$ cat src/rtl/ocp_rail_sequencer_pkg.sv
// Shared types, widths and helpers for the OCP rail sequencer.
package ocp_rail_sequencer_pkg;

  localparam int unsigned TMR_W = 16;  // step/blank/retry timer width
  localparam int unsigned FR_W  = 3;   // FAULT_RAIL width
  localparam int unsigned RC_W  = 3;   // RETRY_CNT width

  typedef enum logic [2:0] {
    S_IDLE,
    S_PWR_UP,
    S_BLANK,
    S_RUN,
    S_PWR_DOWN,
    S_FAULT
  } state_t;

  // Index of the lowest set bit; 0 when no bit is set.
  function automatic logic [FR_W-1:0] lowest_set(input logic [7:0] v);
    logic [FR_W-1:0] r;
    r = '0;
    for (int unsigned i = 0; i < 8; i++) begin
      if (v[7-i]) r = FR_W'(7 - i);
    end
    return r;
  endfunction

endpackage

$ cat src/rtl/ocp_rail_sequencer_if.sv
// Control/status bundle between the rail sequencer and its host/monitors.
interface ocp_rail_sequencer_if
  import ocp_rail_sequencer_pkg::*;
#(
  parameter int unsigned N_RAILS = 4
);
  logic               START;
  logic               STOP;
  logic               FAULT_CLEAR;
  logic [N_RAILS-1:0] OCP_RESULT;
  logic [N_RAILS-1:0] RAIL_EN;
  logic [N_RAILS-1:0] OCP_EN;
  logic               OCP_CLEAR;
  logic               BUSY;
  logic               PWR_GOOD;
  logic               FAULT;
  logic [FR_W-1:0]    FAULT_RAIL;
  logic [RC_W-1:0]    RETRY_CNT;

  modport slave (
    input  START, STOP, FAULT_CLEAR, OCP_RESULT,
    output RAIL_EN, OCP_EN, OCP_CLEAR, BUSY, PWR_GOOD, FAULT, FAULT_RAIL, RETRY_CNT
  );

  modport master (
    output START, STOP, FAULT_CLEAR, OCP_RESULT,
    input  RAIL_EN, OCP_EN, OCP_CLEAR, BUSY, PWR_GOOD, FAULT, FAULT_RAIL, RETRY_CNT
  );
endinterface

$ cat src/rtl/ocp_rail_sequencer_timer.sv
// ocp_seq_timer: 16-bit loadable down-counter. Loading value D makes o_done
// high for exactly one cycle, sampled by the D-th clock edge after the load.
// A load while running restarts the interval.
module ocp_seq_timer
  import ocp_rail_sequencer_pkg::*;
(
  input  logic             i_clk,
  input  logic             i_rst,
  input  logic             i_load,
  input  logic [TMR_W-1:0] i_value,
  output logic             o_done
);
  logic [TMR_W-1:0] r_cnt;
  logic             r_run;

  // Count down from value-1 to zero, then stop until the next load.
  always_ff @(posedge i_clk or posedge i_rst) begin
    if (i_rst) begin
      r_cnt <= '0;
      r_run <= 1'b0;
    end else if (i_load) begin
      r_cnt <= i_value - 1'b1;
      r_run <= 1'b1;
    end else if (r_run) begin
      if (r_cnt == '0) r_run <= 1'b0;
      else             r_cnt <= r_cnt - 1'b1;
    end
  end

  assign o_done = r_run && (r_cnt == '0);
endmodule

$ cat src/rtl/ocp_rail_sequencer.sv
// Power-rail supervisor: sequenced power-up, inrush blanking, OCP arming,
// sequenced power-down and latched OCP shutdown. All outputs registered.
// Optional macro OCP_AUTO_RETRY_EN adds timed auto-retry out of FAULT.
// Delay parameters must lie in 1..65535.
module ocp_rail_sequencer
  import ocp_rail_sequencer_pkg::*;
#(
  parameter int unsigned N_RAILS   = 4,
  parameter int unsigned STEP_DLY  = 1000,
  parameter int unsigned BLANK_DLY = 5000,
  parameter int unsigned RETRY_DLY = 10000,
  parameter int unsigned MAX_RETRY = 3
) (
  input  logic                 CLK_10MHz,
  input  logic                 RESET,
  ocp_rail_sequencer_if.slave  bus
);
  localparam logic [N_RAILS-1:0] RAIL_ONE = N_RAILS'(1);
  localparam logic [2:0]         LAST_IDX = 3'(N_RAILS - 1);

  state_t             r_state, w_state;
  logic [2:0]         r_idx, w_idx;          // highest rail currently enabled
  logic [N_RAILS-1:0] r_rail_en, w_rail_en;
  logic [N_RAILS-1:0] r_ocp_en, w_ocp_en;
  logic               r_ocp_clr, w_ocp_clr;
  logic               r_fault, w_fault;
  logic [FR_W-1:0]    r_fault_rail, w_fault_rail;
  logic               r_busy, r_pwr_good;
  logic               w_go_down, w_tmr_load, w_tmr_done;
  logic [TMR_W-1:0]   w_tmr_val;
`ifdef OCP_AUTO_RETRY_EN
  logic [RC_W-1:0]    r_retry_cnt, w_retry_cnt;
`else
  logic               w_unused_cfg;
  assign w_unused_cfg = ^{RETRY_DLY[15:0], MAX_RETRY[2:0]};
`endif

  ocp_seq_timer u_timer (
    .i_clk   (CLK_10MHz),
    .i_rst   (RESET),
    .i_load  (w_tmr_load),
    .i_value (w_tmr_val),
    .o_done  (w_tmr_done)
  );

  // State and registered outputs; reset drops every rail immediately.
  always_ff @(posedge CLK_10MHz or posedge RESET) begin
    if (RESET) begin
      r_state      <= S_IDLE;
      r_idx        <= '0;
      r_rail_en    <= '0;
      r_ocp_en     <= '0;
      r_ocp_clr    <= 1'b1;
      r_fault      <= 1'b0;
      r_fault_rail <= '0;
      r_busy       <= 1'b0;
      r_pwr_good   <= 1'b0;
`ifdef OCP_AUTO_RETRY_EN
      r_retry_cnt  <= '0;
`endif
    end else begin
      r_state      <= w_state;
      r_idx        <= w_idx;
      r_rail_en    <= w_rail_en;
      r_ocp_en     <= w_ocp_en;
      r_ocp_clr    <= w_ocp_clr;
      r_fault      <= w_fault;
      r_fault_rail <= w_fault_rail;
      r_busy       <= (w_state != S_IDLE);
      r_pwr_good   <= (w_state == S_RUN);
`ifdef OCP_AUTO_RETRY_EN
      r_retry_cnt  <= w_retry_cnt;
`endif
    end
  end

  // Next state and next outputs; priority trip > STOP > START.
  always_comb begin
    w_state      = r_state;
    w_idx        = r_idx;
    w_rail_en    = r_rail_en;
    w_ocp_en     = r_ocp_en;
    w_ocp_clr    = r_ocp_clr;
    w_fault      = r_fault;
    w_fault_rail = r_fault_rail;
`ifdef OCP_AUTO_RETRY_EN
    w_retry_cnt  = r_retry_cnt;
`endif
    w_go_down    = 1'b0;
    w_tmr_load   = 1'b0;
    w_tmr_val    = TMR_W'(STEP_DLY);

    unique case (r_state)
      S_IDLE: begin
        if (bus.START && !bus.STOP) begin
          w_state    = S_PWR_UP;
          w_idx      = '0;
          w_rail_en  = RAIL_ONE;
          w_tmr_load = 1'b1;
        end
      end
      S_PWR_UP: begin
        if (bus.STOP) begin
          w_go_down = 1'b1;
        end else if (w_tmr_done) begin
          w_tmr_load = 1'b1;
          if (r_idx == LAST_IDX) begin
            w_state   = S_BLANK;
            w_tmr_val = TMR_W'(BLANK_DLY);
          end else begin
            w_idx     = r_idx + 3'd1;
            w_rail_en = r_rail_en | (RAIL_ONE << w_idx);
          end
        end
      end
      S_BLANK: begin
        if (bus.STOP) begin
          w_go_down = 1'b1;
        end else if (w_tmr_done) begin
          w_state   = S_RUN;
          w_ocp_en  = '1;
          w_ocp_clr = 1'b0;
        end
      end
      S_RUN: begin
        if (|bus.OCP_RESULT) begin
          // OCP_CLEAR stays low so the monitor flags remain latched.
          w_state      = S_FAULT;
          w_rail_en    = '0;
          w_ocp_en     = '0;
          w_fault      = 1'b1;
          w_fault_rail = lowest_set(8'(bus.OCP_RESULT));
`ifdef OCP_AUTO_RETRY_EN
          w_tmr_load   = 1'b1;
          w_tmr_val    = TMR_W'(RETRY_DLY);
`endif
        end else if (bus.STOP) begin
          w_go_down = 1'b1;
        end
      end
      S_PWR_DOWN: begin
        if (w_tmr_done) begin
          w_rail_en = r_rail_en & ~(RAIL_ONE << r_idx);
          if (r_idx == '0) begin
            w_state = S_IDLE;
          end else begin
            w_idx      = r_idx - 3'd1;
            w_tmr_load = 1'b1;
          end
        end
      end
      S_FAULT: begin
        if (bus.FAULT_CLEAR) begin
          w_state      = S_IDLE;
          w_ocp_clr    = 1'b1;
          w_fault      = 1'b0;
          w_fault_rail = '0;
`ifdef OCP_AUTO_RETRY_EN
          w_retry_cnt  = '0;
        end else if (w_tmr_done && (r_retry_cnt < RC_W'(MAX_RETRY))) begin
          // Retry re-enters power-up exactly as START would; OCP_CLEAR then
          // stays high through power-up and blanking.
          w_retry_cnt = r_retry_cnt + 1'b1;
          w_ocp_clr   = 1'b1;
          w_fault     = 1'b0;
          w_state     = S_PWR_UP;
          w_idx       = '0;
          w_rail_en   = RAIL_ONE;
          w_tmr_load  = 1'b1;
`endif
        end
      end
      default: w_state = S_IDLE;
    endcase

    // Shared STOP entry: disarm monitors, drop the highest rail at once.
    if (w_go_down) begin
      w_ocp_en  = '0;
      w_ocp_clr = 1'b1;
      w_rail_en = r_rail_en & ~(RAIL_ONE << r_idx);
`ifdef OCP_AUTO_RETRY_EN
      w_retry_cnt = '0;
`endif
      if (r_idx == '0) begin
        w_state = S_IDLE;
      end else begin
        w_state    = S_PWR_DOWN;
        w_idx      = r_idx - 3'd1;
        w_tmr_load = 1'b1;
      end
    end
  end

  assign bus.RAIL_EN    = r_rail_en;
  assign bus.OCP_EN     = r_ocp_en;
  assign bus.OCP_CLEAR  = r_ocp_clr;
  assign bus.BUSY       = r_busy;
  assign bus.PWR_GOOD   = r_pwr_good;
  assign bus.FAULT      = r_fault;
  assign bus.FAULT_RAIL = r_fault_rail;
`ifdef OCP_AUTO_RETRY_EN
  assign bus.RETRY_CNT  = r_retry_cnt;
`else
  assign bus.RETRY_CNT  = '0;
`endif
endmodule

$ cat src/flat_wrapper.sv
// flat-port wrapper written by rule: the top's interface ports become plain ports
module ocp_rail_sequencer_flat import ocp_rail_sequencer_pkg::*;
#(
  parameter int unsigned N_RAILS   = 4,
  parameter int unsigned STEP_DLY  = 1000,
  parameter int unsigned BLANK_DLY = 5000,
  parameter int unsigned RETRY_DLY = 10000,
  parameter int unsigned MAX_RETRY = 3
)
  (CLK_10MHz, RESET, bus_START, bus_STOP, bus_FAULT_CLEAR, bus_OCP_RESULT, bus_RAIL_EN, bus_OCP_EN, bus_OCP_CLEAR, bus_BUSY, bus_PWR_GOOD, bus_FAULT, bus_FAULT_RAIL, bus_RETRY_CNT);
  ocp_rail_sequencer_if #(.N_RAILS(N_RAILS)) bus_i ();
  input  logic CLK_10MHz;
  input  logic RESET;
  input wire logic [$bits(bus_i.START)-1:0] bus_START;
  input wire logic [$bits(bus_i.STOP)-1:0] bus_STOP;
  input wire logic [$bits(bus_i.FAULT_CLEAR)-1:0] bus_FAULT_CLEAR;
  input wire logic [$bits(bus_i.OCP_RESULT)-1:0] bus_OCP_RESULT;
  output wire logic [$bits(bus_i.RAIL_EN)-1:0] bus_RAIL_EN;
  output wire logic [$bits(bus_i.OCP_EN)-1:0] bus_OCP_EN;
  output wire logic [$bits(bus_i.OCP_CLEAR)-1:0] bus_OCP_CLEAR;
  output wire logic [$bits(bus_i.BUSY)-1:0] bus_BUSY;
  output wire logic [$bits(bus_i.PWR_GOOD)-1:0] bus_PWR_GOOD;
  output wire logic [$bits(bus_i.FAULT)-1:0] bus_FAULT;
  output wire logic [$bits(bus_i.FAULT_RAIL)-1:0] bus_FAULT_RAIL;
  output wire logic [$bits(bus_i.RETRY_CNT)-1:0] bus_RETRY_CNT;
  assign bus_i.START = bus_START;
  assign bus_i.STOP = bus_STOP;
  assign bus_i.FAULT_CLEAR = bus_FAULT_CLEAR;
  assign bus_i.OCP_RESULT = bus_OCP_RESULT;
  assign bus_RAIL_EN = bus_i.RAIL_EN;
  assign bus_OCP_EN = bus_i.OCP_EN;
  assign bus_OCP_CLEAR = bus_i.OCP_CLEAR;
  assign bus_BUSY = bus_i.BUSY;
  assign bus_PWR_GOOD = bus_i.PWR_GOOD;
  assign bus_FAULT = bus_i.FAULT;
  assign bus_FAULT_RAIL = bus_i.FAULT_RAIL;
  assign bus_RETRY_CNT = bus_i.RETRY_CNT;
  ocp_rail_sequencer #(.N_RAILS(N_RAILS), .STEP_DLY(STEP_DLY), .BLANK_DLY(BLANK_DLY), .RETRY_DLY(RETRY_DLY), .MAX_RETRY(MAX_RETRY)) u_core (.CLK_10MHz(CLK_10MHz), .RESET(RESET), .bus(bus_i));
endmodule
$ cat config.mk
export PLATFORM = sky130hd
export DESIGN_NAME = ocp_rail_sequencer_flat
export DESIGN_NICKNAME = d
export VERILOG_FILES = /design/src/rtl/ocp_rail_sequencer_pkg.sv /design/src/rtl/ocp_rail_sequencer_if.sv /design/src/rtl/ocp_rail_sequencer_timer.sv /design/src/rtl/ocp_rail_sequencer.sv /design/src/flat_wrapper.sv
export SDC_FILE = /design/constraint.sdc
export NUM_CORES = 1
export LEC_CHECK = 0
export ABC_AREA = 1
export CORE_ASPECT_RATIO = 1.75
export CORE_UTILIZATION = 40
export DETAILED_ROUTE_END_ITERATION = 6
export SLEW_MARGIN = 20
export SYNTH_ARGS = -nofsm -noshare
export SYNTH_HDL_FRONTEND = slang
export SYNTH_SLANG_ARGS = --single-unit
$ cat constraint.sdc
create_clock -name CLK_10MHz -period 3 [get_ports CLK_10MHz]
set_clock_uncertainty 0.05 [all_clocks]
set_input_delay 0.3 -clock CLK_10MHz [delete_from_list [all_inputs] [get_ports CLK_10MHz]]
set_output_delay 0.3 -clock CLK_10MHz [all_outputs]
set_load 0.005 [all_outputs]
# Word-level counts from Yosys, hierarchy flattened
# Cells that the tools add are included.
# totals
elab_cells	128
output_inout_bits	18
in_bits	9
ff_bits	38
# classes
reduce_logical	19
n_eq_ne	19
muxes	70
n_bitwise	3
add_sub_neg	4
shift	2
# ops
cell	count
$mux W16	6
$mux W3	22
$mux W4	10
$sub A16 B1 Y16 const B	2
$ne A3 B2 Y1 const B	7
$mux W1	18
$pmux W3 S6	1
$logic_not A16 Y1	1
$pmux W4 S4	1
$mux W13	1
$eq A3 B2 Y1 const B	4
$pmux W3 S3	1
$reduce_bool A3 Y1	3
$mux W2	4
$pmux W4 S2	1
$reduce_and A4 Y1	2
$shl A1 B3 Y4 const A	2
$reduce_and A7 Y1	1
$eq A3 B3 Y1 const B	2
$logic_not A3 Y1	2
$ne A3 B1 Y1 const B	2
$pmux W1 S2	3
$pmux W3 S2	1
$reduce_bool A5 Y1	1
other kinds (16)	19

# Depth between registers and ports, before layout
# depth
word_depth	9
mapped_depth	21
depth_no_buf	20

# By module
# From an unflattened synthesis, not the netlist that was laid out.
# unflattened
hier_cells	421
area_unflattened_um2	2730.1
# modules_own_cells
module	n_inst	cells_per_inst	seq_area_each_um2	area_each_um2
ocp_rail_sequencer	1	197	426.7	1371.3
ocp_seq_timer	1	224	425.4	1358.8

# Least setup slack after synthesis
# No wires, ideal clock.
# synth_path
path_kind	flip-flop to flip-flop
start	register u_core.r_idx[0]
end	register u_core.u_timer.r_cnt[12]
path_buffers	1
setup_time_ns	0.117
path_stages_with_launch	22
t_arrival_ns	2.703
synth_period_minus_slack_ns	2.870
slack_ns	0.130
t_required_ns	2.833
path_cell_list	dfrtp_1 -> inv_1 -> ha_1 -> inv_1 -> nor2_1 -> nor2_1 -> inv_1 -> nor2_1 -> nor2_4 -> nand3_4 -> inv_2 -> buf_6 -> nand2_1 -> ha_1 -> nor3b_1 -> nand4_1 -> nor2_4 -> nand3_1 -> nand2_1 -> nand2_1 -> nand2_1 -> nand2_1
# synth_between
elab_chain_cells	8
word_cells_on_any_way	16
classes_between	add/sub (1); eq/ne (2); mux (10); reduce/logical (3)
# synth_lines
item	line	rtl
from (decl)	ocp_rail_sequencer.sv:22	logic [2:0] r_idx, w_idx;
from (signal assigned)	ocp_rail_sequencer.sv:63	r_idx <= w_idx;
parallel branches: the longest is 8 deep, another holds $sub A16 B1 Y16	--	
to (signal assigned)	ocp_rail_sequencer_timer.sv:22	r_cnt <= i_value - 1'b1;
to (signal assigned)	ocp_rail_sequencer_timer.sv:26	else r_cnt <= r_cnt - 1'b1;
to (decl)	ocp_rail_sequencer_timer.sv:13	logic [TMR_W-1:0] r_cnt;
# Parallel ways; which one is timed is not known.
# A chain may end at the register's enable or synchronous reset.

# Final worst setup path
# Same ends and word-level chain as after synthesis.

==> results.md <==
- Summed over all layers, the global routing overflow is 0.
- The accumulated negative setup slack is 0 ns.
- The share of cells above drive strength 1 is 15.2%.
- The number of global-route vias before repair came to 2276.
- The number of inserted diodes is 0.
- The critical path data required time is 3.13 ns.
- The post-synthesis sequential element count is 34.
- In the routed layout, each cell is associated on average with a via count of 5.06.
- In this run the cell area of the synthesized design comes to 0.00245 sq mm.
- The initial antenna violation count is 0.
- Setup violations remaining at the end of the flow were counted as 0.
- The post-DP HPWL is 4890 um.
- Relative to the synthesized area, the layout overhead comes to 19.1%.
- For the worst-skew pair, the clock arrives at the later sink with an insertion delay of 0.29 ns.
- The remaining design rule violation count is 0.
- The flow ran to the end, and the final reports show no timing, DRC or antenna violations.
- Sequential cells were found to cover 34.8% of the synthesized design area.
- In this run, the number of DRC markers left after iteration 0 of detailed routing was 102.
- The clock group share of total power is 17.4%.
- For the worst setup path, the data arrival time is 2.83 ns.
- Once the floorplan was initialized, standard cells occupied 41.7% of the core.
- The reported net switching power is 0.848 mW.
- The number of enable flip-flop cells after synthesis is 0.
- In this run the standard cell core region covers 0.00588 sq mm.
- In this run the clock root is driven by a sky130_fd_sc_hd__clkbuf_8.
- After clock tree synthesis, the clock-pin slew on the worst setup and hold paths is 0.07 ns.
- Yosys mapped the design onto 42 distinct sky130hd cell types.
- The share of synthesized area in the top cell type comes to 33.7%.
- The critical path startpoint category is a flip-flop.
- The minimum hold slack is 0.357 ns.
- The part of the power in registers is 36.1%.
- The highest achievable clock rate is 371 MHz.
- The class of the most critical hold timing path is input port to asynchronous set/reset pin.
- The total number of vias is 2292.
- The first global-routing pass estimated 10100 um of wire.
- The worst-case IR drop observed on VDD is 0.000304 V.
- The areal power density over the cells is 702 mW/mm^2.
- The final layout contains 393 nets.
- Internal power comes to 1.20 mW.
- The H-tree generated during clock tree synthesis spans 2 levels.
- In this run the mean area of a mapped cell was 7.25 sq um.
- The tree built by TritonCTS fans out to 34 sinks.
- The final layout contains routed wiring with a total length of 6140 um.
- The count of endpoints failing hold in the final timing report is 0.
- From bottom edge to top edge, the die measures 106 um.
- The fill cell instance count of the final layout is 640.
- In the final routed layout, each cell accounts on average for 13.6 um.
- The final number of max-transition violations is 0.
- The count of buffers inserted at the top-level ports is 22.
- For this design the static power due to leakage is 1.47 nW.
- The post-synthesis async set-or-reset flop share is 100%.
- Pin placement for this block handled 27 I/O pins.
- By area the synthesized netlist is led by sky130_fd_sc_hd__dfrtp_1, sky130_fd_sc_hd__nand2_1, sky130_fd_sc_hd__inv_1.
- The clock tree from TritonCTS is done.
- Across the run, the number of max-cap violations was 0.
- The worst setup path is captured at a flip-flop.
- The maximum count of clock buffers along a single path is 2.
- Counting the buffers created by CTS gives 5.
- The placed instances occupy a cell area of 0.00278 sq mm.
- The largest fanout of any net on the critical path is 8.
- The first-pass iteration count of the detailed router is 5.
- The quantity of hold-fixing buffers added after cts is 0.
- The Yosys step of the flow raised 0 warnings.
- The share of power burned in combinational logic is 46.6%.
- The initialized floorplan defines 37 standard-cell rows.
- The biggest area contributor in the post-synthesis netlist is sky130_fd_sc_hd__dfrtp_1.
- The cell count of the worst reg-to-reg path is 20.
- Synthesis produced 338 cells.
- Setup repair after global routing left no endpoint under its margin.
- The area enclosed by the die boundary is 0.00646 sq mm.
- The smallest clock period supported by the final layout is computed as 2.69 ns.
- Entering global routing, the biggest net connects 35 pins.
- Global routing consumed, over all layers together, 21.4% of the routing resources.
- The die is 61.2 um wide.
- After layout, the worst path uses 89.8% of the clock period.
- The setup path with the least slack is of type flip-flop to flip-flop.
- The last weighted congestion value of the routability-driven placer is 0.889.
- The final design area excluding fillers is 0.00292 sq mm.
- The detail route stage leaves a number of antenna-violating nets equal to 0.
- The leading register cell type out of synthesis is sky130_fd_sc_hd__dfrtp_1.
- Net switching is 41.4% of the power.
[final cells by class]
cell class	count	area (sq um)	share of cell area, %
multi-input combinational	240	1340	45.8
clock inverter	1	5.00	0.171
tap	78	97.6	3.34
timing repair buffer	37	333	11.4
inverter	56	210	7.20
sequential	34	852	29.2
clock buffer	7	86.3	2.96
[worst max-delay path: stages (launching register included)]
cell                      delay [ns]
sky130_fd_sc_hd__dfrtp_1        0.42
sky130_fd_sc_hd__inv_1          0.08
sky130_fd_sc_hd__ha_1           0.21
sky130_fd_sc_hd__inv_1          0.08
sky130_fd_sc_hd__nor2_1         0.06
sky130_fd_sc_hd__nor2_2         0.14
sky130_fd_sc_hd__inv_1          0.10
sky130_fd_sc_hd__nor2_4         0.13
sky130_fd_sc_hd__nor2_4         0.06
sky130_fd_sc_hd__nand3_4        0.06
sky130_fd_sc_hd__inv_2          0.05
sky130_fd_sc_hd__nand2_1        0.09
sky130_fd_sc_hd__ha_1           0.17
sky130_fd_sc_hd__nor3b_4        0.20
sky130_fd_sc_hd__nand4_1        0.16
sky130_fd_sc_hd__nor2_4         0.21
sky130_fd_sc_hd__nand3_1        0.09
sky130_fd_sc_hd__nand2_1        0.07
sky130_fd_sc_hd__nand2_1        0.04
sky130_fd_sc_hd__nand2_1        0.05
sky130_fd_sc_hd__nand2_1        0.04
[placed cells by master, fill, tap and decap left out, types with 5 or more instances in the layout]
cell / n
sky130_fd_sc_hd__nand2_1: 71
sky130_fd_sc_hd__inv_1: 47
sky130_fd_sc_hd__nor2_1: 41
sky130_fd_sc_hd__dfrtp_1: 33
sky130_fd_sc_hd__clkdlybuf4s50_1: 22
sky130_fd_sc_hd__nand3_1: 17
sky130_fd_sc_hd__nand4_1: 17
sky130_fd_sc_hd__o21ai_0: 15
sky130_fd_sc_hd__buf_4: 15
sky130_fd_sc_hd__a21oi_1: 13
sky130_fd_sc_hd__ha_1: 10
sky130_fd_sc_hd__inv_2: 8
sky130_fd_sc_hd__clkbuf_8: 6
sky130_fd_sc_hd__nor2_2: 5
[power groups by stage]
stage / Clock (mW) / Sequential (mW) / Combinational [mW]
detailed placement: 0 / 0.744 / 0.905
finish: 0.356 / 0.740 / 0.955
global placement: 0 / 0.741 / 0.901
floorplan: 0 / 0.711 / 0.638
global route: 0.386 / 0.757 / 1.09
CTS: 0.368 / 0.736 / 0.911
[stage by stage]
stage | worst slack, ns | util, % | std cells | power [mW]
global placement | 0.226 | 47.2 | 441 | 1.64
floorplan | 0.130 | - | 341 | 1.35
detailed placement | 0.0843 | 47.2 | 441 | 1.65
CTS | 0.0556 | 48.8 | 449 | 2.02
finish | 0.306 | 49.7 | 453 | 2.05
global route | 0.0135 | 49.7 | 453 | 2.23
[cells by family (layout without fill, tap and decap cells)]
logic type / count (synthesis) / in the layout / synth area share (%)
adder cells (fa/ha/maj): 10 / 10 / 5.10
other: 1 / 4 / 0.153
XOR/XNOR: 5 / 5 / 1.79
flip-flops: 34 / 34 / 34.8
AO/OA/AOI/OAI: 45 / 45 / 11.0
AND/OR/NAND/NOR: 176 / 176 / 35.1
buffers and inverters: 67 / 101 / 12.0
[what timing repair did]
item,4_1_cts,5_1_grt
endpoints found under the hold margin,0,0
buffers inserted,0,4
setup endpoints to repair,0,5
resized for setup,0,5
[layer usage]
metal | up-vias | wire (um) | GRT usage (%)
li1 | 1160 | - | -
met1 | 1058 | 2250 | 20.4
met2 | 50 | 3440 | 38.5
met3 | 24 | 134 | 2.94
met4 | 0 | 313 | 15.7
met5 | - | 0 | 0
[synthesized netlist by cell type, types with 2 or more instances]
cell	n
sky130_fd_sc_hd__nand2_1	71
sky130_fd_sc_hd__inv_1	47
sky130_fd_sc_hd__nor2_1	43
sky130_fd_sc_hd__dfrtp_1	33
sky130_fd_sc_hd__nand3_1	17
sky130_fd_sc_hd__nand4_1	17
sky130_fd_sc_hd__o21ai_0	15
sky130_fd_sc_hd__a21oi_1	13
sky130_fd_sc_hd__ha_1	10
sky130_fd_sc_hd__inv_2	8
sky130_fd_sc_hd__buf_4	7
sky130_fd_sc_hd__nand2_2	4
sky130_fd_sc_hd__nor2_2	4
sky130_fd_sc_hd__nor3_1	4
sky130_fd_sc_hd__xor2_1	4
sky130_fd_sc_hd__nand3_2	3
sky130_fd_sc_hd__nor2_4	3
sky130_fd_sc_hd__a211oi_1	2
sky130_fd_sc_hd__a31oi_1	2
sky130_fd_sc_hd__buf_2	2
sky130_fd_sc_hd__buf_6	2
sky130_fd_sc_hd__nand2_4	2
sky130_fd_sc_hd__nor3_2	2
sky130_fd_sc_hd__nor4_1	2
sky130_fd_sc_hd__o21ai_1	2
sky130_fd_sc_hd__o21ai_2	2
sky130_fd_sc_hd__o21bai_1	2
[flip-flops by register name, indices dropped and copies added, names as in the netlist]
register / count
u_core.bus.OCP_EN: 1
u_core.bus.PWR_GOOD: 1
u_core.r_idx: 3
u_core.bus.FAULT_RAIL: 2
u_core.bus.BUSY: 1
u_core.bus.RAIL_EN: 4
u_core.r_state: 3
u_core.bus.FAULT: 1
u_core.u_timer.r_run: 1
u_core.u_timer.r_cnt: 16
u_core.bus.OCP_CLEAR: 1
[final timing paths]
kind	slack, ns	start	to
max	0.31	u_core.r_idx[0]$_DFF_PP0_	u_core.u_timer.r_cnt[12]$_DFFE_PP0P_
min	0.36	RESET	u_core.u_timer.r_cnt[5]$_DFFE_PP0P_
max reg2reg	0.31	u_core.r_idx[0]$_DFF_PP0_	u_core.u_timer.r_cnt[12]$_DFFE_PP0P_
min reg2reg	0.48	u_core.u_timer.r_cnt[6]$_DFFE_PP0P_	u_core.u_timer.r_cnt[6]$_DFFE_PP0P_
max in group asynchronous	2.19	RESET	u_core.bus.OCP_CLEAR$_DFFE_PP1P_
min in group CLK_10MHz	0.48	u_core.u_timer.r_cnt[6]$_DFFE_PP0P_	u_core.u_timer.r_cnt[6]$_DFFE_PP0P_
(Power assumes the default switching activity.)
